--- src/rtl/gba_clk_pkg.sv ---
// rtl/gba_clk_pkg.sv - shared states, defaults and clock constants for the GBA clock controller
package gba_clk_pkg;

    typedef logic [1:0] state_t;

    localparam state_t ST_WAIT_LOCK = 2'd0;
    localparam state_t ST_STABLE    = 2'd1;
    localparam state_t ST_HOLD      = 2'd2;
    localparam state_t ST_RUN       = 2'd3;

    localparam int DEF_DIV         = 4;
    localparam int DEF_RTC_DIV     = 512;
    localparam int DEF_LOCK_CYCLES = 1024;
    localparam int DEF_HOLD_CYCLES = 64;

    localparam int GBA_MCLK_HZ = 16_777_216;
    localparam int CORE_CLK_HZ = 4 * GBA_MCLK_HZ;
    localparam int RTC_HZ      = GBA_MCLK_HZ / DEF_RTC_DIV;

    // Counter width able to hold 0..n-1, never narrower than one bit.
    function automatic int cnt_width(input int n);
        return (n > 1) ? $clog2(n) : 1;
    endfunction

endpackage

--- src/rtl/gba_sync2.sv ---
// rtl/gba_sync2.sv - two-flop synchroniser for an asynchronous status input
module gba_sync2 (
    input  logic clk_i,
    input  logic rst_i,
    input  logic async_i,
    output logic sync_o
);

    logic meta_q;
    logic sync_q;

    // Two stages give the first flop a full cycle to resolve metastability.
    always_ff @(posedge clk_i) begin
        if (rst_i) begin
            meta_q <= 1'b0;
            sync_q <= 1'b0;
        end else begin
            meta_q <= async_i;
            sync_q <= meta_q;
        end
    end

    assign sync_o = sync_q;

endmodule

--- src/rtl/gba_clk_ctrl.sv ---
// rtl/gba_clk_ctrl.sv - PLL lock qualification, core reset sequencing and GBA clock enables
module gba_clk_ctrl
    import gba_clk_pkg::*;
#(
    parameter int DIV         = DEF_DIV,
    parameter int LOCK_CYCLES = DEF_LOCK_CYCLES,
    parameter int HOLD_CYCLES = DEF_HOLD_CYCLES,
    parameter int RTC_DIV     = DEF_RTC_DIV
) (
    input  logic clk_i,
    input  logic rst_i,
    input  logic pll_locked_i,
    input  logic reset_req_i,
    input  logic pause_i,
    output logic core_reset_o,
    output logic ce_cpu_o,
    output logic ce_cpu_n_o,
    output logic ce_32k_o,
    output logic running_o
);

    localparam int PW = cnt_width(DIV);
    localparam int LW = cnt_width(LOCK_CYCLES);
    localparam int HW = cnt_width(HOLD_CYCLES);
    localparam int RW = cnt_width(RTC_DIV);

    localparam logic [PW-1:0] PH_LAST   = PW'(DIV - 1);
    localparam logic [PW-1:0] PH_HALF   = PW'(DIV / 2 - 1);
    localparam logic [LW-1:0] LOCK_LAST = LW'(LOCK_CYCLES - 1);
    localparam logic [HW-1:0] HOLD_LAST = HW'(HOLD_CYCLES - 1);
    localparam logic [RW-1:0] RTC_LAST  = RW'(RTC_DIV - 1);

    logic          locked_s;
    state_t        state_q, state_d;
    logic [LW-1:0] lock_cnt_q, lock_cnt_d;
    logic [HW-1:0] hold_cnt_q, hold_cnt_d;
    logic [PW-1:0] phase_q, phase_d;
    logic [RW-1:0] rtc_cnt_q, rtc_cnt_d;
    logic          core_reset_q, running_q;
    logic          ce_cpu_q, ce_cpu_n_q, ce_32k_q;
    logic          ce_cpu_d, ce_cpu_n_d, ce_32k_d;
    logic          cnt_run;
    logic          ce_mask;

    gba_sync2 u_lock_sync (
        .clk_i   (clk_i),
        .rst_i   (rst_i),
        .async_i (pll_locked_i),
        .sync_o  (locked_s)
    );

    // Sequencer: losing lock wins over everything else and restarts qualification.
    always_comb begin
        state_d    = state_q;
        lock_cnt_d = '0;
        hold_cnt_d = '0;
        if (!locked_s) begin
            state_d = ST_WAIT_LOCK;
        end else begin
            case (state_q)
                ST_WAIT_LOCK: state_d = ST_STABLE;
                ST_STABLE: begin
                    if (lock_cnt_q == LOCK_LAST) state_d = ST_HOLD;
                    else                         lock_cnt_d = lock_cnt_q + 1'b1;
                end
                ST_HOLD: begin
                    if (reset_req_i)                  hold_cnt_d = '0;
                    else if (hold_cnt_q == HOLD_LAST) state_d = ST_RUN;
                    else                              hold_cnt_d = hold_cnt_q + 1'b1;
                end
                default: begin
                    if (reset_req_i) state_d = ST_HOLD;
                end
            endcase
        end
    end

    // Timebase: phase and RTC prescaler run only while staying within HOLD/RUN,
    // so entering HOLD always starts from phase 0 and lock loss drops a partial period.
    always_comb begin
        cnt_run   = (state_q == ST_HOLD || state_q == ST_RUN) &&
                    (state_d == ST_HOLD || state_d == ST_RUN);
        phase_d   = '0;
        rtc_cnt_d = '0;
        if (cnt_run) begin
            if (phase_q == PH_LAST) begin
                phase_d   = '0;
                rtc_cnt_d = (rtc_cnt_q == RTC_LAST) ? '0 : rtc_cnt_q + 1'b1;
            end else begin
                phase_d   = phase_q + 1'b1;
                rtc_cnt_d = rtc_cnt_q;
            end
        end
        ce_mask    = pause_i && (state_d == ST_RUN);
        ce_cpu_d   = cnt_run && (phase_d == PH_LAST) && !ce_mask;
        ce_cpu_n_d = cnt_run && (phase_d == PH_HALF) && !ce_mask;
        ce_32k_d   = cnt_run && (phase_d == PH_LAST) && (rtc_cnt_d == RTC_LAST);
    end

    // State, counters and registered outputs all move on the same edge.
    always_ff @(posedge clk_i) begin
        if (rst_i) begin
            state_q      <= ST_WAIT_LOCK;
            lock_cnt_q   <= '0;
            hold_cnt_q   <= '0;
            phase_q      <= '0;
            rtc_cnt_q    <= '0;
            core_reset_q <= 1'b1;
            running_q    <= 1'b0;
            ce_cpu_q     <= 1'b0;
            ce_cpu_n_q   <= 1'b0;
            ce_32k_q     <= 1'b0;
        end else begin
            state_q      <= state_d;
            lock_cnt_q   <= lock_cnt_d;
            hold_cnt_q   <= hold_cnt_d;
            phase_q      <= phase_d;
            rtc_cnt_q    <= rtc_cnt_d;
            core_reset_q <= (state_d != ST_RUN);
            running_q    <= (state_d == ST_RUN);
            ce_cpu_q     <= ce_cpu_d;
            ce_cpu_n_q   <= ce_cpu_n_d;
            ce_32k_q     <= ce_32k_d;
        end
    end

    assign core_reset_o = core_reset_q;
    assign running_o    = running_q;
    assign ce_cpu_o     = ce_cpu_q;
    assign ce_cpu_n_o   = ce_cpu_n_q;
    assign ce_32k_o     = ce_32k_q;

endmodule
--- config.mk ---
export PLATFORM = sky130hd
export DESIGN_NAME = gba_clk_ctrl
export DESIGN_NICKNAME = d
export VERILOG_FILES = /design/src/rtl/gba_clk_pkg.sv /design/src/rtl/gba_sync2.sv /design/src/rtl/gba_clk_ctrl.sv
export SDC_FILE = /design/constraint.sdc
export NUM_CORES = 1
export LEC_CHECK = 0
export ABC_AREA = 1
export CORE_ASPECT_RATIO = 1.2
export CORE_MARGIN = 2
export CORE_UTILIZATION = 45
export CTS_CLUSTER_DIAMETER = 100
export DETAILED_ROUTE_END_ITERATION = 12
export GPL_ROUTABILITY_DRIVEN = 0
export MAX_ROUTING_LAYER = met4
export SLEW_MARGIN = 20
export SYNTH_ARGS = -nofsm -noshare
export SYNTH_HDL_FRONTEND = slang
export SYNTH_SLANG_ARGS = --single-unit
--- constraint.sdc ---
create_clock -name clk_i -period 2.65 [get_ports clk_i]
set_clock_uncertainty 0.2 [all_clocks]
set_input_delay 0.265 -clock clk_i [delete_from_list [all_inputs] [get_ports clk_i]]
set_output_delay 0.265 -clock clk_i [all_outputs]
set_load 0.02 [all_outputs]
; ---- Yosys cells after proc, flatten, opt, wreduce, memory -nomap -nowiden
; Index checks and enable logic that the tools add are counted.
[totals]
reg_bits = 36
inputBits = 5
output_inout_bits = 5
wordCells = 56
[classes]
add_sub_neg = 4
eq_ne = 13
muxes = 11
n_bitwise = 3
n_reduce_logical = 13
[ops]
columns = op, count
row1 = two-way mux 9 bit, 3
row2 = "== test 9 bit, second input constant", 2
row3 = two-way mux 2 bit, 7
row4 = "== test 2 bit, second input constant", 6
row5 = "adder 10 x 1 -> 10 bit, second input constant", 1
row6 = "== test 10 bit, second input constant", 1
row7 = "adder 9 x 1 -> 9 bit, second input constant", 1
row8 = logical AND 1 bit, 7
row9 = "adder 6 x 1 -> 6 bit, second input constant", 1
row10 = "== test 6 bit, second input constant", 1
row11 = case mux 2 bit (3 select lines), 1
row12 = OR reduction 5 bit, 1
row13 = "== test 2 x 1 -> 1 bit, second input constant", 2
row14 = OR reduction 4 bit, 1
row15 = inverter 1 bit, 3
row16 = "adder 2 x 1 -> 2 bit, second input constant", 1
row17 = logical NOT 2 bit, 1
row18 = logical OR 1 bit, 2
row19 = "inequality test 2 bit, second input constant", 1
row20 = logical NOT 1 bit, 1

; ---- Depth between registers and ports, before layout
; Gate-level depths: netlist of the first run.
[depth]
ltp_word = 12
ltp_mapped = 13

; ---- Cells and area by module
; Synthesis of the first run repeated with hierarchy kept, for this count alone.
[hier_totals]
cells_unflattened = 214
area_unflattened_um2 = 1635.3
[modules_own_cells]
columns = module, instances, cells_per_inst, area_each_um2
row1 = gba_clk_ctrl, 1, 208, 1580.3
row2 = gba_sync2, 1, 6, 55.1

; ---- Worst setup path after synthesis of the first run
; OpenSTA, ideal clock, no wires.
[synth_path]
kind = reg2reg
startpoint = register rtc_cnt_q[1]
endpoint = register ce_32k_q (netlist: ce_32k_o)
arrival_time_ps = 1452
required_time_ps = 2338
setup_slack_ps = 886
stages_incl_launch_ff = 14
path_buffers = 0
period_less_slack_ps = 1764
path_cell_list = dfxtp_1 > ha_1 > nand4_1 > nor3_1 > ha_1 > nand2_1 > nand2_4 > nor2_4 > nand2_2 > nor2_1 > nand2_1 > nor2_2 > nand3_1 > nor2_1
[synth_via]
elab_chain_cells = 6
[synth_rtl]
columns = element, line
row1 = start: declaration, gba_clk_ctrl.sv:38  ; logic [RW-1:0] rtc_cnt_q, rtc_cnt_d;
row2 = start signal: assignment, gba_clk_ctrl.sv:118  ; rtc_cnt_q <= rtc_cnt_d;
row3 = adder 9 x 1 -> 9 bit / == test 9 bit (equally long branches), gba_clk_ctrl.sv:88  ; rtc_cnt_d = (rtc_cnt_q == RTC_LAST) ? '0 : rtc_cnt_q + 1'b1;
row4 = two-way mux 9 bit, gba_clk_ctrl.sv:88
row5 = two-way mux 9 bit (*), gba_clk_ctrl.sv:86  ; if (phase_q == PH_LAST) begin
row6 = two-way mux 9 bit (*), gba_clk_ctrl.sv:85  ; if (cnt_run) begin
row7 = == test 9 bit (*), gba_clk_ctrl.sv:97  ; ce_32k_d = cnt_run && (phase_d == PH_LAST) && (rtc_cnt_d == RTC_LAST);
row8 = logical AND 1 bit (*), gba_clk_ctrl.sv:97
row9 = end signal: assignment, gba_clk_ctrl.sv:123  ; ce_32k_q <= ce_32k_d;
row10 = end: declaration, gba_clk_ctrl.sv:40  ; logic ce_cpu_q, ce_cpu_n_q, ce_32k_q;
; Mark *: on every way between the ends. The rest lies on a longest branch, timed or not.
; A chain may end at the register's enable or synchronous reset.

; ---- Worst setup path in the final report of the first run
; Same ends and word-level chain as after synthesis.

==> results of run 1 <==
sequential cells by signal, indices dropped and copies added, names as in the netlist, 2 cells and up:
| signal | flops |
|---|---|
| rtc_cnt_q | 9 |
| lock_cnt_q | 10 |
| state_q | 2 |
| phase_q | 2 |
| hold_cnt_q | 6 |
metrics by stage:
stage,setup slack (ns),cell area (um^2),utilization [%],cells,hold slack (ns)
2_1_floorplan,0.886,1640,-,214,0.172
3_3_place_gp,0.719,1760,49.3,260,0.206
3_5_place_dp,0.672,1760,49.3,260,0.204
4_1_cts,0.655,1850,51.9,268,0.209
5_1_grt,0.482,1850,51.9,268,0.219
6_report,0.649,1850,51.9,268,0.202
placed cells by master, fill, tap and decap left out, drive strengths merged, types with 2 or more instances in the layout:
| cell | netlist | final |
|---|---|---|
| a21oi | 6 | 6 |
| a31o | 2 | 2 |
| clkbuf | 0 | 6 |
| clkdlybuf4s50 | 0 | 9 |
| clkinv | 0 | 2 |
| dfxtp | 36 | 36 |
| ha | 5 | 5 |
| inv | 33 | 33 |
| nand2 | 48 | 48 |
| nand3 | 12 | 12 |
| nand4 | 6 | 6 |
| nor2 | 44 | 44 |
| nor3 | 7 | 7 |
| nor3b | 3 | 3 |
| xnor2 | 2 | 2 |
| xor2 | 3 | 3 |
cell families (layout without fill, tap and decap cells):
group,after synthesis,count (layout),synth area share [%]
buf+inv,36,51,9.22
compound gates,12,12,4.57
simple gates,120,120,35.8
fa+ha+maj,5,5,3.81
flops,36,36,43.9
xor+xnor,5,5,2.67
how the worst max path moves through the flow:
stage,startpoint,to
floorplan,rtc_cnt_q[1]$_SDFF_PP0_,ce_32k_o$_SDFF_PP0_
global placement,rtc_cnt_q[1]$_SDFF_PP0_,ce_32k_o$_SDFF_PP0_
detailed placement,rtc_cnt_q[1]$_SDFF_PP0_,ce_32k_o$_SDFF_PP0_
CTS,rtc_cnt_q[1]$_SDFF_PP0_,ce_32k_o$_SDFF_PP0_
global route,rtc_cnt_q[1]$_SDFF_PP0_,ce_32k_o$_SDFF_PP0_
finish,rtc_cnt_q[1]$_SDFF_PP0_,ce_32k_o$_SDFF_PP0_
worst register-to-register path: cells and delay by family (launching register included):
kind,cells,cell delay (ns)
fa+ha+maj,2,0.47
flops,1,0.39
simple gates,11,0.83
power by group:
part	switching [mW]	internal [mW]
logic	0.00711	0.00794
clock network	0.193	0.207
registers	0.00115	0.542
total	0.201	0.758
area by class of cell:
class / count / area, um^2
fill: 369 / 1720
multi-input combinational: 142 / 769
sequential: 36 / 721
inverter: 33 / 124
timing repair buffer: 10 / 97.6
clock buffer: 6 / 82.6
tap: 39 / 48.8
clock inverter: 2 / 10.0
metal layers:
metal	part of all wire (%)	track usage (%)	vias to the layer above
li1	-	-	693
met1	42	17.1	596
met2	54	29.1	9
met3	1.8	5.00	8
met4	2.6	7.83	0
met5	0	-	-
==> flow_results.xml, run 1 <==
<?xml version="1.0" encoding="UTF-8"?>
<metrics>
  <group name="yosys">
    <metric name="yosysSeqAreaShare" unit="%">43.9</metric>
    <metric name="number_of_synthesis_warnings" unit="">0</metric>
    <metric name="yosys_register_bits" unit="">36</metric>
    <metric name="ys.flop_type" unit="">sky130_fd_sc_hd__dfxtp_1</metric>
    <metric name="asyncSetResetFlopFracSynth" unit="%">0</metric>
    <metric name="yosysMostFrequentCell" unit="">sky130_fd_sc_hd__nand2_1</metric>
    <metric name="syn-cell-area" unit="mm^2">0.00164</metric>
    <metric name="yosys-top-cells-area" unit="">sky130_fd_sc_hd__dfxtp_1 44%, sky130_fd_sc_hd__nand2_1 9.8%, sky130_fd_sc_hd__nor2_1 8.9%</metric>
    <metric name="synth.cells.most_frequent" unit="">43 x sky130_fd_sc_hd__nand2_1, 39 x sky130_fd_sc_hd__nor2_1, 36 x sky130_fd_sc_hd__dfxtp_1, 30 x sky130_fd_sc_hd__inv_1, 11 x sky130_fd_sc_hd__nand3_1</metric>
    <metric name="post_synth.cell_area_avg" unit="um^2">7.67</metric>
    <metric name="synth_enable_flop_cells" unit="">0</metric>
    <metric name="synth.net_count" unit="">224</metric>
    <metric name="synth.top_cell.area_share" unit="%">43.9</metric>
    <metric name="syn-instance-count" unit="">214</metric>
    <metric name="synth.distinct_cells" unit="">28</metric>
    <metric name="synth_largest_area_cell" unit="">sky130_fd_sc_hd__dfxtp_1</metric>
  </group>
  <group name="detailed_routing">
    <metric name="routed_length_per_instance" unit="um">10.7</metric>
    <metric name="detailroute.via_count" unit="">1306</metric>
    <metric name="route.detailed.drc" unit="">0</metric>
    <metric name="detailedRoute.firstIterationViolations" unit="">24</metric>
    <metric name="drtAntennaViolNets" unit="">0</metric>
    <metric name="totalWireLength" unit="um">2860</metric>
    <metric name="detailedRoute.firstPassIterationCount" unit="">4</metric>
    <metric name="vias_per_cell" unit="">4.87</metric>
  </group>
  <group name="setup_path">
    <metric name="timing.setup.critical_path_class" unit="">flop to flop</metric>
    <metric name="setup.reg_to_reg.worst_slack" unit="ns">0.65</metric>
    <metric name="path_delay_family" unit="">simple AND/OR/NAND/NOR gates</metric>
    <metric name="arrival_time_worst_endpoint" unit="ns">1.98</metric>
    <metric name="critical_path_cell_count" unit="">13</metric>
    <metric name="cp.buffers_inverters" unit="">0</metric>
    <metric name="timing.critical_path.fanout_max" unit="">4</metric>
    <metric name="cp_slowest_cell" unit="">sky130_fd_sc_hd__dfxtp_1</metric>
    <metric name="r2r_start" unit="">rtc_cnt_q[1]$_SDFF_PP0_</metric>
    <metric name="critPathLaunchType" unit="">flop</metric>
    <metric name="worstPathCellList" unit="">ha_1 &gt; nand4_1 &gt; nor3_1 &gt; ha_1 &gt; nand2_1 &gt; nand2_4 &gt; nor2_4 &gt; nand2_2 &gt; nor2_1 &gt; nand2_1 &gt; nor2_2 &gt; nand3_1 &gt; nor2_1</metric>
    <metric name="worstRegToRegCells" unit="">13</metric>
    <metric name="slowest_stage_delay_on_critical_path" unit="ns">0.39</metric>
    <metric name="worst_setup_path_end_kind" unit="">flop</metric>
    <metric name="critPathRequiredTime" unit="ns">2.63</metric>
    <metric name="rr_endpoint" unit="">ce_32k_o$_SDFF_PP0_</metric>
  </group>
  <group name="finish">
    <metric name="antenna-diode-count" unit="">0</metric>
    <metric name="syn_to_final_growth" unit="%">12.9</metric>
    <metric name="nNetsFinal" unit="">238</metric>
    <metric name="layout-drive-gt1-share" unit="%">14.0</metric>
  </group>
  <group name="timing">
    <metric name="worst_slew_margin" unit="%">71.8</metric>
    <metric name="timing_worst_slew_pin_value" unit="ns">0.424</metric>
    <metric name="timing.final.max_slew_violations" unit="">0</metric>
    <metric name="rsz0062_at_grt" unit="">no</metric>
    <metric name="clock.fmax" unit="GHz">0.500</metric>
    <metric name="setup-violations-final" unit="">0</metric>
    <metric name="setup-tns-final" unit="ns">0</metric>
    <metric name="post-route-period-util" unit="%">75.5</metric>
    <metric name="timing.final.hold_violations" unit="">0</metric>
    <metric name="min_period" unit="ns">2.00</metric>
  </group>
  <group name="clock_network">
    <metric name="post-cts-setup-buffer-count" unit="">0</metric>
    <metric name="clkSlewWorstSetupHoldPaths" unit="ns">0.07</metric>
    <metric name="post_cts_hold_buffer_count" unit="">0</metric>
    <metric name="insertion_delay" unit="ns">0.28</metric>
    <metric name="cts_sinks" unit="">36</metric>
    <metric name="post_cts.resized_instances" unit="">0</metric>
    <metric name="clockBufferDepth" unit="">2</metric>
    <metric name="clock_tree_from_tritoncts" unit="">done</metric>
    <metric name="htree_num_levels" unit="">2</metric>
    <metric name="ctsRootBufferMaster" unit="">sky130_fd_sc_hd__clkbuf_8</metric>
    <metric name="number_of_buffers_created_by_cts" unit="">5</metric>
  </group>
  <group name="die">
    <metric name="placement_rows" unit="">24</metric>
    <metric name="core_region_area" unit="mm^2">0.00357</metric>
    <metric name="io_pins" unit="">10</metric>
    <metric name="floorplan.initialDensity" unit="%">45.9</metric>
    <metric name="die_width" unit="um">59.1</metric>
    <metric name="die_h" unit="um">70.2</metric>
    <metric name="die_area" unit="mm^2">0.00415</metric>
  </group>
  <group name="hold_path">
    <metric name="worstHoldEndpoint" unit="">u_lock_sync.sync_o$_SDFF_PP0_</metric>
    <metric name="class_of_the_most_critical_hold_timing_path" unit="">flop to flop</metric>
    <metric name="min-delay-start" unit="">u_lock_sync.meta_q$_SDFF_PP0_</metric>
    <metric name="hold_depth" unit="">2</metric>
  </group>
  <group name="grt">
    <metric name="largest_net_degree_at_the_start_of_global_routing" unit="">13</metric>
    <metric name="antenna_found_initial" unit="">0</metric>
    <metric name="grt_use_total" unit="%">16.9</metric>
    <metric name="vias_in_the_first_global_route" unit="">1292</metric>
    <metric name="aggregate_global_routing_overflow" unit="">0</metric>
    <metric name="global_route_wire_length_before_repair" unit="um">5240</metric>
  </group>
  <group name="status">
    <metric name="status" unit="">completed</metric>
  </group>
  <group name="pwr">
    <metric name="worst_ir_drop_vdd" unit="V">0.000312</metric>
    <metric name="power_density" unit="mW/mm^2">518</metric>
    <metric name="power_leakage" unit="nW">0.763</metric>
    <metric name="totalPowerFinal" unit="mW">0.959</metric>
  </group>
  <group name="job">
    <metric name="cap_viol_max_count" unit="">0</metric>
  </group>
  <group name="place">
    <metric name="port_buffers" unit="">9</metric>
    <metric name="hpwl_after_dpl" unit="um">2230</metric>
  </group>
</metrics>
(Power assumes the default switching activity.)
==> inputs of run 2 (changes only) <==
- clock period: 2.65 -> 1.85 ns (I/O delays scaled with it)
==> flow_results.xml, run 2 (synthesized netlist as in run 1, its figures left out) <==
<?xml version="1.0" encoding="UTF-8"?>
<metrics>
  <group name="status">
    <metric name="status" unit="">completed</metric>
  </group>
  <group name="finish">
    <metric name="nNetsFinal" unit="">248</metric>
    <metric name="most-common-layout-cells" unit="">42 x sky130_fd_sc_hd__nand2_1, 39 x sky130_fd_sc_hd__nor2_1, 33 x sky130_fd_sc_hd__dfxtp_1</metric>
    <metric name="fin_cells" unit="">278</metric>
    <metric name="regMostFlops" unit="">lock_cnt_q</metric>
    <metric name="largest_reg_flops" unit="">10</metric>
    <metric name="reg_top3" unit="">lock_cnt_q: 10 flops, rtc_cnt_q: 9 flops, hold_cnt_q: 6 flops</metric>
    <metric name="layout-drive-gt1-share" unit="%">20.1</metric>
    <metric name="fillCellCount" unit="">346</metric>
    <metric name="syn_to_final_growth" unit="%">19.2</metric>
    <metric name="fin_util" unit="%">54.8</metric>
    <metric name="post-route-cell-area" unit="mm^2">0.00196</metric>
    <metric name="antenna-diode-count" unit="">0</metric>
    <metric name="final_common_cell" unit="">sky130_fd_sc_hd__nand2_1</metric>
  </group>
  <group name="grt">
    <metric name="vias_in_the_first_global_route" unit="">1279</metric>
    <metric name="antenna_found_initial" unit="">0</metric>
    <metric name="largest_net_degree_at_the_start_of_global_routing" unit="">11</metric>
    <metric name="grt_use_total" unit="%">16.9</metric>
    <metric name="aggregate_global_routing_overflow" unit="">0</metric>
    <metric name="global_route_wire_length_before_repair" unit="um">5180</metric>
  </group>
  <group name="clock_network">
    <metric name="ctsRootBufferMaster" unit="">sky130_fd_sc_hd__clkbuf_8</metric>
    <metric name="clock_tree_from_tritoncts" unit="">done</metric>
    <metric name="clockBufferDepth" unit="">2</metric>
    <metric name="number_of_buffers_created_by_cts" unit="">5</metric>
    <metric name="cts_sinks" unit="">36</metric>
    <metric name="clkSlewWorstSetupHoldPaths" unit="ns">0.07</metric>
    <metric name="htree_num_levels" unit="">2</metric>
    <metric name="insertion_delay" unit="ns">0.28</metric>
    <metric name="post_cts_hold_buffer_count" unit="">0</metric>
  </group>
  <group name="hold_path">
    <metric name="min-delay-start" unit="">u_lock_sync.meta_q$_SDFF_PP0_</metric>
    <metric name="worstHoldEndpoint" unit="">u_lock_sync.sync_o$_SDFF_PP0_</metric>
    <metric name="class_of_the_most_critical_hold_timing_path" unit="">flop to flop</metric>
    <metric name="hold_depth" unit="">2</metric>
  </group>
  <group name="detailed_routing">
    <metric name="detailroute.via_count" unit="">1327</metric>
    <metric name="detailedRoute.firstPassIterationCount" unit="">4</metric>
    <metric name="route.detailed.drc" unit="">0</metric>
    <metric name="detailedRoute.firstIterationViolations" unit="">32</metric>
    <metric name="totalWireLength" unit="um">2930</metric>
    <metric name="drtAntennaViolNets" unit="">0</metric>
    <metric name="routed_length_per_instance" unit="um">10.6</metric>
    <metric name="vias_per_cell" unit="">4.77</metric>
  </group>
  <group name="die">
    <metric name="io_pins" unit="">10</metric>
    <metric name="floorplan.initialDensity" unit="%">45.9</metric>
    <metric name="core_region_area" unit="mm^2">0.00357</metric>
    <metric name="die_width" unit="um">59.1</metric>
    <metric name="die_area" unit="mm^2">0.00415</metric>
    <metric name="placement_rows" unit="">24</metric>
    <metric name="die_h" unit="um">70.2</metric>
  </group>
  <group name="setup_path">
    <metric name="r2r_start" unit="">rtc_cnt_q[1]$_SDFF_PP0_</metric>
    <metric name="timing.setup.critical_path_class" unit="">flop to flop</metric>
    <metric name="worstRegToRegCells" unit="">12</metric>
    <metric name="cp_slowest_cell" unit="">sky130_fd_sc_hd__dfxtp_4</metric>
    <metric name="timing.critical_path.fanout_max" unit="">3</metric>
    <metric name="setup.reg_to_reg.worst_slack" unit="ns">0.02</metric>
    <metric name="slowest_stage_delay_on_critical_path" unit="ns">0.36</metric>
    <metric name="arrival_time_worst_endpoint" unit="ns">1.85</metric>
    <metric name="worstPathCellList" unit="">ha_4 &gt; nand4_1 &gt; nor3_2 &gt; ha_2 &gt; nand2_2 &gt; nand2_1 &gt; nand3_1 &gt; nor2_1 &gt; nand2_1 &gt; nor2_2 &gt; nand3_1 &gt; nor2_1</metric>
    <metric name="critPathRequiredTime" unit="ns">1.88</metric>
    <metric name="rr_endpoint" unit="">ce_32k_o$_SDFF_PP0_</metric>
    <metric name="worst_setup_path_end_kind" unit="">flop</metric>
    <metric name="critPathLaunchType" unit="">flop</metric>
  </group>
  <group name="pwr">
    <metric name="power_density" unit="mW/mm^2">695</metric>
    <metric name="worst_ir_drop_vdd" unit="V">0.000479</metric>
    <metric name="totalPowerFinal" unit="mW">1.36</metric>
    <metric name="power_leakage" unit="nW">0.803</metric>
  </group>
  <group name="place">
    <metric name="dpl_cell_area" unit="mm^2">0.00182</metric>
    <metric name="hpwl_after_dpl" unit="um">2220</metric>
    <metric name="dpl.cell_count" unit="">268</metric>
    <metric name="port_buffers" unit="">9</metric>
  </group>
  <group name="timing">
    <metric name="min_period" unit="ns">1.83</metric>
    <metric name="timing.final.max_slew_violations" unit="">0</metric>
    <metric name="timing_worst_slew_pin_value" unit="ns">0.228</metric>
    <metric name="worst_slew_margin" unit="%">84.8</metric>
    <metric name="clock.fmax" unit="GHz">0.547</metric>
    <metric name="setup-violations-final" unit="">0</metric>
    <metric name="rsz0062_at_grt" unit="">yes</metric>
    <metric name="timing.final.hold_violations" unit="">0</metric>
    <metric name="post-route-period-util" unit="%">98.8</metric>
    <metric name="hold_slack" unit="ns">0.217</metric>
  </group>
  <group name="job">
    <metric name="cap_viol_max_count" unit="">0</metric>
  </group>
</metrics>
run 2: cell types whose count changed in the layout (fill, tap and decap cells not counted), sizes merged:
cell    previous run  this run
clkinv             2         0
clkbuf             6         8
buf                1        11
run 2: layer usage:
layer | vias up | GRT usage [%] | share of wire [%]
li1 | 715 | - | -
met1 | 590 | 18.3 | 46
met2 | 12 | 27.5 | 48
met3 | 10 | 5.00 | 2.5
met4 | 0 | 8.33 | 3.2
met5 | - | - | 0
run 2: report_power, final:
group	leakage, nW	internal (mW)	switching (mW)
combinational	0.465	0.0115	0.0102
clock	0.0455	0.303	0.257
sequential	0.292	0.776	0.00161
total	0.803	1.09	0.269
run 2: area by class of cell:
type | count | area [um^2] | share of cell area [%]
Clock buffer | 8 | 90.1 | 4.60
Inverter | 33 | 124 | 6.33
Multi-Input combinational cell | 142 | 795 | 40.6
Tap cell | 39 | 48.8 | 2.49
Timing Repair Buffer | 20 | 173 | 8.82
Sequential cell | 36 | 727 | 37.1
run 2: through the flow:
step / setup slack, ns / TNS [ns]
2_1_floorplan: 0.0857 / 0
3_3_place_gp: 0.0755 / 0
3_5_place_dp: -0.000136 / -0.000136
4_1_cts: 0.0201 / 0
5_1_grt: -0.107 / -0.107
6_report: 0.0217 / 0
run 2: how the worst max path moves through the flow:
stage | startpoint | slack [ns] | cells after the start | to
2_1_floorplan | rtc_cnt_q[1]$_SDFF_PP0_ | 0.09 | 13 | ce_32k_o$_SDFF_PP0_
3_3_place_gp | rtc_cnt_q[1]$_SDFF_PP0_ | 0.08 | 13 | ce_32k_o$_SDFF_PP0_
3_5_place_dp | rtc_cnt_q[1]$_SDFF_PP0_ | -0.0001 | 13 | ce_32k_o$_SDFF_PP0_
4_1_cts | rtc_cnt_q[1]$_SDFF_PP0_ | 0.02 | 13 | ce_32k_o$_SDFF_PP0_
5_1_grt | rtc_cnt_q[1]$_SDFF_PP0_ | -0.11 | 12 | ce_32k_o$_SDFF_PP0_
6_report | rtc_cnt_q[1]$_SDFF_PP0_ | 0.02 | 12 | ce_32k_o$_SDFF_PP0_
run 2: timing repair:
action / in CTS / in global routing
pin swaps: 1 / 6
resized for setup: 2 / 8
endpoints found under the setup margin: 1 / 8
setup buffers: 0 / 2
cloned: 0 / 0
run 2: worst max-delay path: cells and delay by family, from the launching register on:
kind	cells	cell delay (ns)
adders and majority gates	2	0.47
DFF	1	0.36
and+or+nand+nor	10	0.75
==> inputs of run 3 (changes only) <==
- SYNTH_HIERARCHICAL: not set -> 1
==> flow_results.xml, run 3 <==
<?xml version="1.0" encoding="UTF-8"?>
<metrics>
  <group name="finish">
    <metric name="reg_top3" unit="">lock_cnt_q: 10 flops, rtc_cnt_q: 9 flops, hold_cnt_q: 6 flops</metric>
    <metric name="layout-drive-gt1-share" unit="%">20.5</metric>
    <metric name="fillCellCount" unit="">342</metric>
    <metric name="antenna-diode-count" unit="">0</metric>
    <metric name="most-common-layout-cells" unit="">40 x sky130_fd_sc_hd__nand2_1, 35 x sky130_fd_sc_hd__nor2_1, 34 x sky130_fd_sc_hd__inv_1, 34 x sky130_fd_sc_hd__dfxtp_1, 9 x sky130_fd_sc_hd__clkdlybuf4s50_1</metric>
    <metric name="post-route-cell-area" unit="mm^2">0.00197</metric>
    <metric name="syn_to_final_growth" unit="%">20.4</metric>
    <metric name="nNetsFinal" unit="">243</metric>
    <metric name="regMostFlops" unit="">lock_cnt_q</metric>
    <metric name="final_common_cell" unit="">sky130_fd_sc_hd__nand2_1</metric>
    <metric name="largest_reg_flops" unit="">10</metric>
    <metric name="fin_cells" unit="">273</metric>
  </group>
  <group name="timing">
    <metric name="setup-violations-final" unit="">1</metric>
    <metric name="rsz0062_at_grt" unit="">yes</metric>
    <metric name="timing.final.hold_violations" unit="">0</metric>
    <metric name="post-route-period-util" unit="%">101</metric>
    <metric name="worst_slew_margin" unit="%">84.1</metric>
    <metric name="final_critical_path_setup_slack" unit="ns">-0.0222</metric>
    <metric name="min_period" unit="ns">1.87</metric>
    <metric name="timing.final.max_slew_violations" unit="">0</metric>
    <metric name="timing_worst_slew_pin_value" unit="ns">0.236</metric>
    <metric name="clock.fmax" unit="GHz">0.534</metric>
  </group>
  <group name="detailed_routing">
    <metric name="route.detailed.drc" unit="">0</metric>
    <metric name="drtAntennaViolNets" unit="">0</metric>
    <metric name="detailedRoute.firstPassIterationCount" unit="">4</metric>
    <metric name="routed_length_per_instance" unit="um">11.4</metric>
    <metric name="vias_per_cell" unit="">4.90</metric>
    <metric name="detailroute.via_count" unit="">1339</metric>
    <metric name="detailedRoute.firstIterationViolations" unit="">76</metric>
    <metric name="totalWireLength" unit="um">3120</metric>
  </group>
  <group name="setup_path">
    <metric name="timing.critical_path.fanout_max" unit="">4</metric>
    <metric name="worst_setup_path_end_kind" unit="">flop</metric>
    <metric name="timing.setup.critical_path_class" unit="">flop to flop</metric>
    <metric name="arrival_time_worst_endpoint" unit="ns">1.88</metric>
    <metric name="critPathLaunchType" unit="">flop</metric>
    <metric name="critPathRequiredTime" unit="ns">1.86</metric>
  </group>
  <group name="yosys">
    <metric name="yosysMostFrequentCell" unit="">sky130_fd_sc_hd__nand2_1</metric>
    <metric name="syn-instance-count" unit="">214</metric>
    <metric name="synth_enable_flop_cells" unit="">0</metric>
    <metric name="yosys-top-cells-area" unit="">sky130_fd_sc_hd__dfxtp_1 44%, sky130_fd_sc_hd__nand2_1 9.9%, sky130_fd_sc_hd__nor2_1 8.7%</metric>
    <metric name="syn-cell-area" unit="mm^2">0.00164</metric>
    <metric name="number_of_synthesis_warnings" unit="">6</metric>
    <metric name="synth.cells.most_frequent" unit="">43 x sky130_fd_sc_hd__nand2_1, 38 x sky130_fd_sc_hd__nor2_1, 36 x sky130_fd_sc_hd__dfxtp_1, 35 x sky130_fd_sc_hd__inv_1, 10 x sky130_fd_sc_hd__nand3_1</metric>
    <metric name="asyncSetResetFlopFracSynth" unit="%">0</metric>
    <metric name="ys.flop_type" unit="">sky130_fd_sc_hd__dfxtp_1</metric>
    <metric name="post_synth.cell_area_avg" unit="um^2">7.64</metric>
    <metric name="synth.distinct_cells" unit="">28</metric>
    <metric name="synth_largest_area_cell" unit="">sky130_fd_sc_hd__dfxtp_1</metric>
    <metric name="synth.top_cell.area_share" unit="%">44.1</metric>
    <metric name="yosys_register_bits" unit="">36</metric>
    <metric name="synth.net_count" unit="">224</metric>
    <metric name="yosysSeqAreaShare" unit="%">44.1</metric>
  </group>
  <group name="grt">
    <metric name="antenna_found_initial" unit="">0</metric>
    <metric name="grt_use_total" unit="%">17.6</metric>
    <metric name="aggregate_global_routing_overflow" unit="">0</metric>
    <metric name="vias_in_the_first_global_route" unit="">1329</metric>
    <metric name="global_route_wire_length_before_repair" unit="um">5430</metric>
    <metric name="largest_net_degree_at_the_start_of_global_routing" unit="">12</metric>
  </group>
  <group name="die">
    <metric name="die_h" unit="um">70.0</metric>
    <metric name="floorplan.initialDensity" unit="%">46.2</metric>
    <metric name="core_region_area" unit="mm^2">0.00354</metric>
    <metric name="io_pins" unit="">10</metric>
    <metric name="die_area" unit="mm^2">0.00413</metric>
    <metric name="placement_rows" unit="">24</metric>
    <metric name="die_width" unit="um">59.0</metric>
  </group>
  <group name="status">
    <metric name="failed_checks" unit="">setup timing</metric>
    <metric name="status" unit="">finished, violations left</metric>
  </group>
  <group name="place">
    <metric name="dpl_cell_area" unit="mm^2">0.00178</metric>
    <metric name="dpl.cell_count" unit="">263</metric>
    <metric name="port_buffers" unit="">9</metric>
    <metric name="hpwl_after_dpl" unit="um">2260</metric>
  </group>
  <group name="clock_network">
    <metric name="clock_tree_from_tritoncts" unit="">done</metric>
    <metric name="insertion_delay" unit="ns">0.28</metric>
    <metric name="htree_num_levels" unit="">2</metric>
    <metric name="number_of_buffers_created_by_cts" unit="">5</metric>
    <metric name="clockBufferDepth" unit="">2</metric>
    <metric name="ctsRootBufferMaster" unit="">sky130_fd_sc_hd__clkbuf_8</metric>
    <metric name="post_cts_hold_buffer_count" unit="">0</metric>
    <metric name="cts_sinks" unit="">36</metric>
    <metric name="clkSlewWorstSetupHoldPaths" unit="ns">0.07</metric>
  </group>
  <group name="pwr">
    <metric name="power_leakage" unit="nW">0.737</metric>
    <metric name="worst_ir_drop_vdd" unit="V">0.000533</metric>
    <metric name="power_density" unit="mW/mm^2">786</metric>
  </group>
  <group name="hold_path">
    <metric name="class_of_the_most_critical_hold_timing_path" unit="">flop to flop</metric>
  </group>
  <group name="job">
    <metric name="cap_viol_max_count" unit="">0</metric>
  </group>
</metrics>
-- run 3: cell count changes after synthesis, sizes merged --
cell and change:
xor2 -1, o21ai +2, a31o -1, nand2 -3
or2 +1, a31oi +1, nor2 +1, nand3 +1
nor3b +2, inv +2, buf -1, a21oi -4
-- run 3: cell type report --
class	count	area [um^2]	area share [%]
clock buffers	7	96.3	4.89
clock inverters	1	30.0	1.52
inverters	35	131	6.67
multi-input cells	141	812	41.2
flip-flops and latches	36	723	36.7
well taps	39	48.8	2.48
repair buffers	14	128	6.48
-- run 3: stage by stage --
| stage | util (%) | power (mW) | setup TNS, ns | hold slack, ns | setup WS (ns) |
|---|---|---|---|---|---|
| 3_5_place_dp | 50.2 | 0.818 | -0.0239 | 0.206 | -0.0239 |
| 6_report | 55.6 | 1.55 | -0.0222 | 0.221 | -0.0222 |
| 2_1_floorplan | - | 0.803 | 0 | 0.0547 | 0.163 |
| 3_3_place_gp | 50.2 | 0.818 | 0 | 0.201 | 0.0979 |
| 4_1_cts | 54.8 | 1.57 | -0.00274 | 0.223 | -0.00274 |
| 5_1_grt | 55.6 | 1.60 | -0.146 | 0.240 | -0.146 |
-- run 3: cell families after synthesis --
logic type	after synthesis	share of synthesized area, %
flops	36	44.1
xor+xnor	4	2.14
fa+ha+maj	5	3.83
simple gates	122	36.9
compound gates	10	4.06
buf+inv	37	9.03
-- run 3: what timing repair did --
action / in CTS / in global routing
resized for setup: 5 / 10
pin swaps: 4 / 2
setup buffers: 2 / 0
endpoints found under the setup margin: 1 / 2
-- run 3: power by group --
group	internal, mW	switching (mW)	total [mW]
combinational	0.0114	0.0101	0.0215
sequential	0.777	0.00155	0.779
clock	0.475	0.273	0.748
-- run 3: routing by layer --
layer | track usage, % | share of wire (%) | up-vias
met2 | 29.4 | 54 | 14
met5 | - | 0 | -
met1 | 18.0 | 41 | 614
met3 | 5.74 | 2.6 | 8
met4 | 8.84 | 2.2 | 0
li1 | - | - | 703
-- run 3: final timing paths --
| check | from | endpoint | slack, ns | depth (start not counted) |
|---|---|---|---|---|
| max | rtc_cnt_q[1]$_SDFF_PP0_ | ce_32k_o$_SDFF_PP0_ | -0.02 | 11 |
| min | u_lock_sync/meta_q$_SDFF_PP0_ | u_lock_sync/sync_o$_SDFF_PP0_ | 0.22 | 2 |
| max reg2reg | rtc_cnt_q[1]$_SDFF_PP0_ | ce_32k_o$_SDFF_PP0_ | -0.02 | 11 |
| min reg2reg | u_lock_sync/meta_q$_SDFF_PP0_ | u_lock_sync/sync_o$_SDFF_PP0_ | 0.22 | 2 |
-- run 3: worst max-delay path: stages (launching register included) --
cell                      delay (ns)
sky130_fd_sc_hd__dfxtp_2        0.34
sky130_fd_sc_hd__ha_4           0.17
sky130_fd_sc_hd__nand3_2        0.07
sky130_fd_sc_hd__nor2_2         0.04
sky130_fd_sc_hd__ha_1           0.18
sky130_fd_sc_hd__nand2_2        0.11
sky130_fd_sc_hd__nand2_1        0.10
sky130_fd_sc_hd__nor2_1         0.14
sky130_fd_sc_hd__nand3_2        0.10
sky130_fd_sc_hd__nor2_2         0.14
sky130_fd_sc_hd__nand3_2        0.10
sky130_fd_sc_hd__nor3_2         0.10
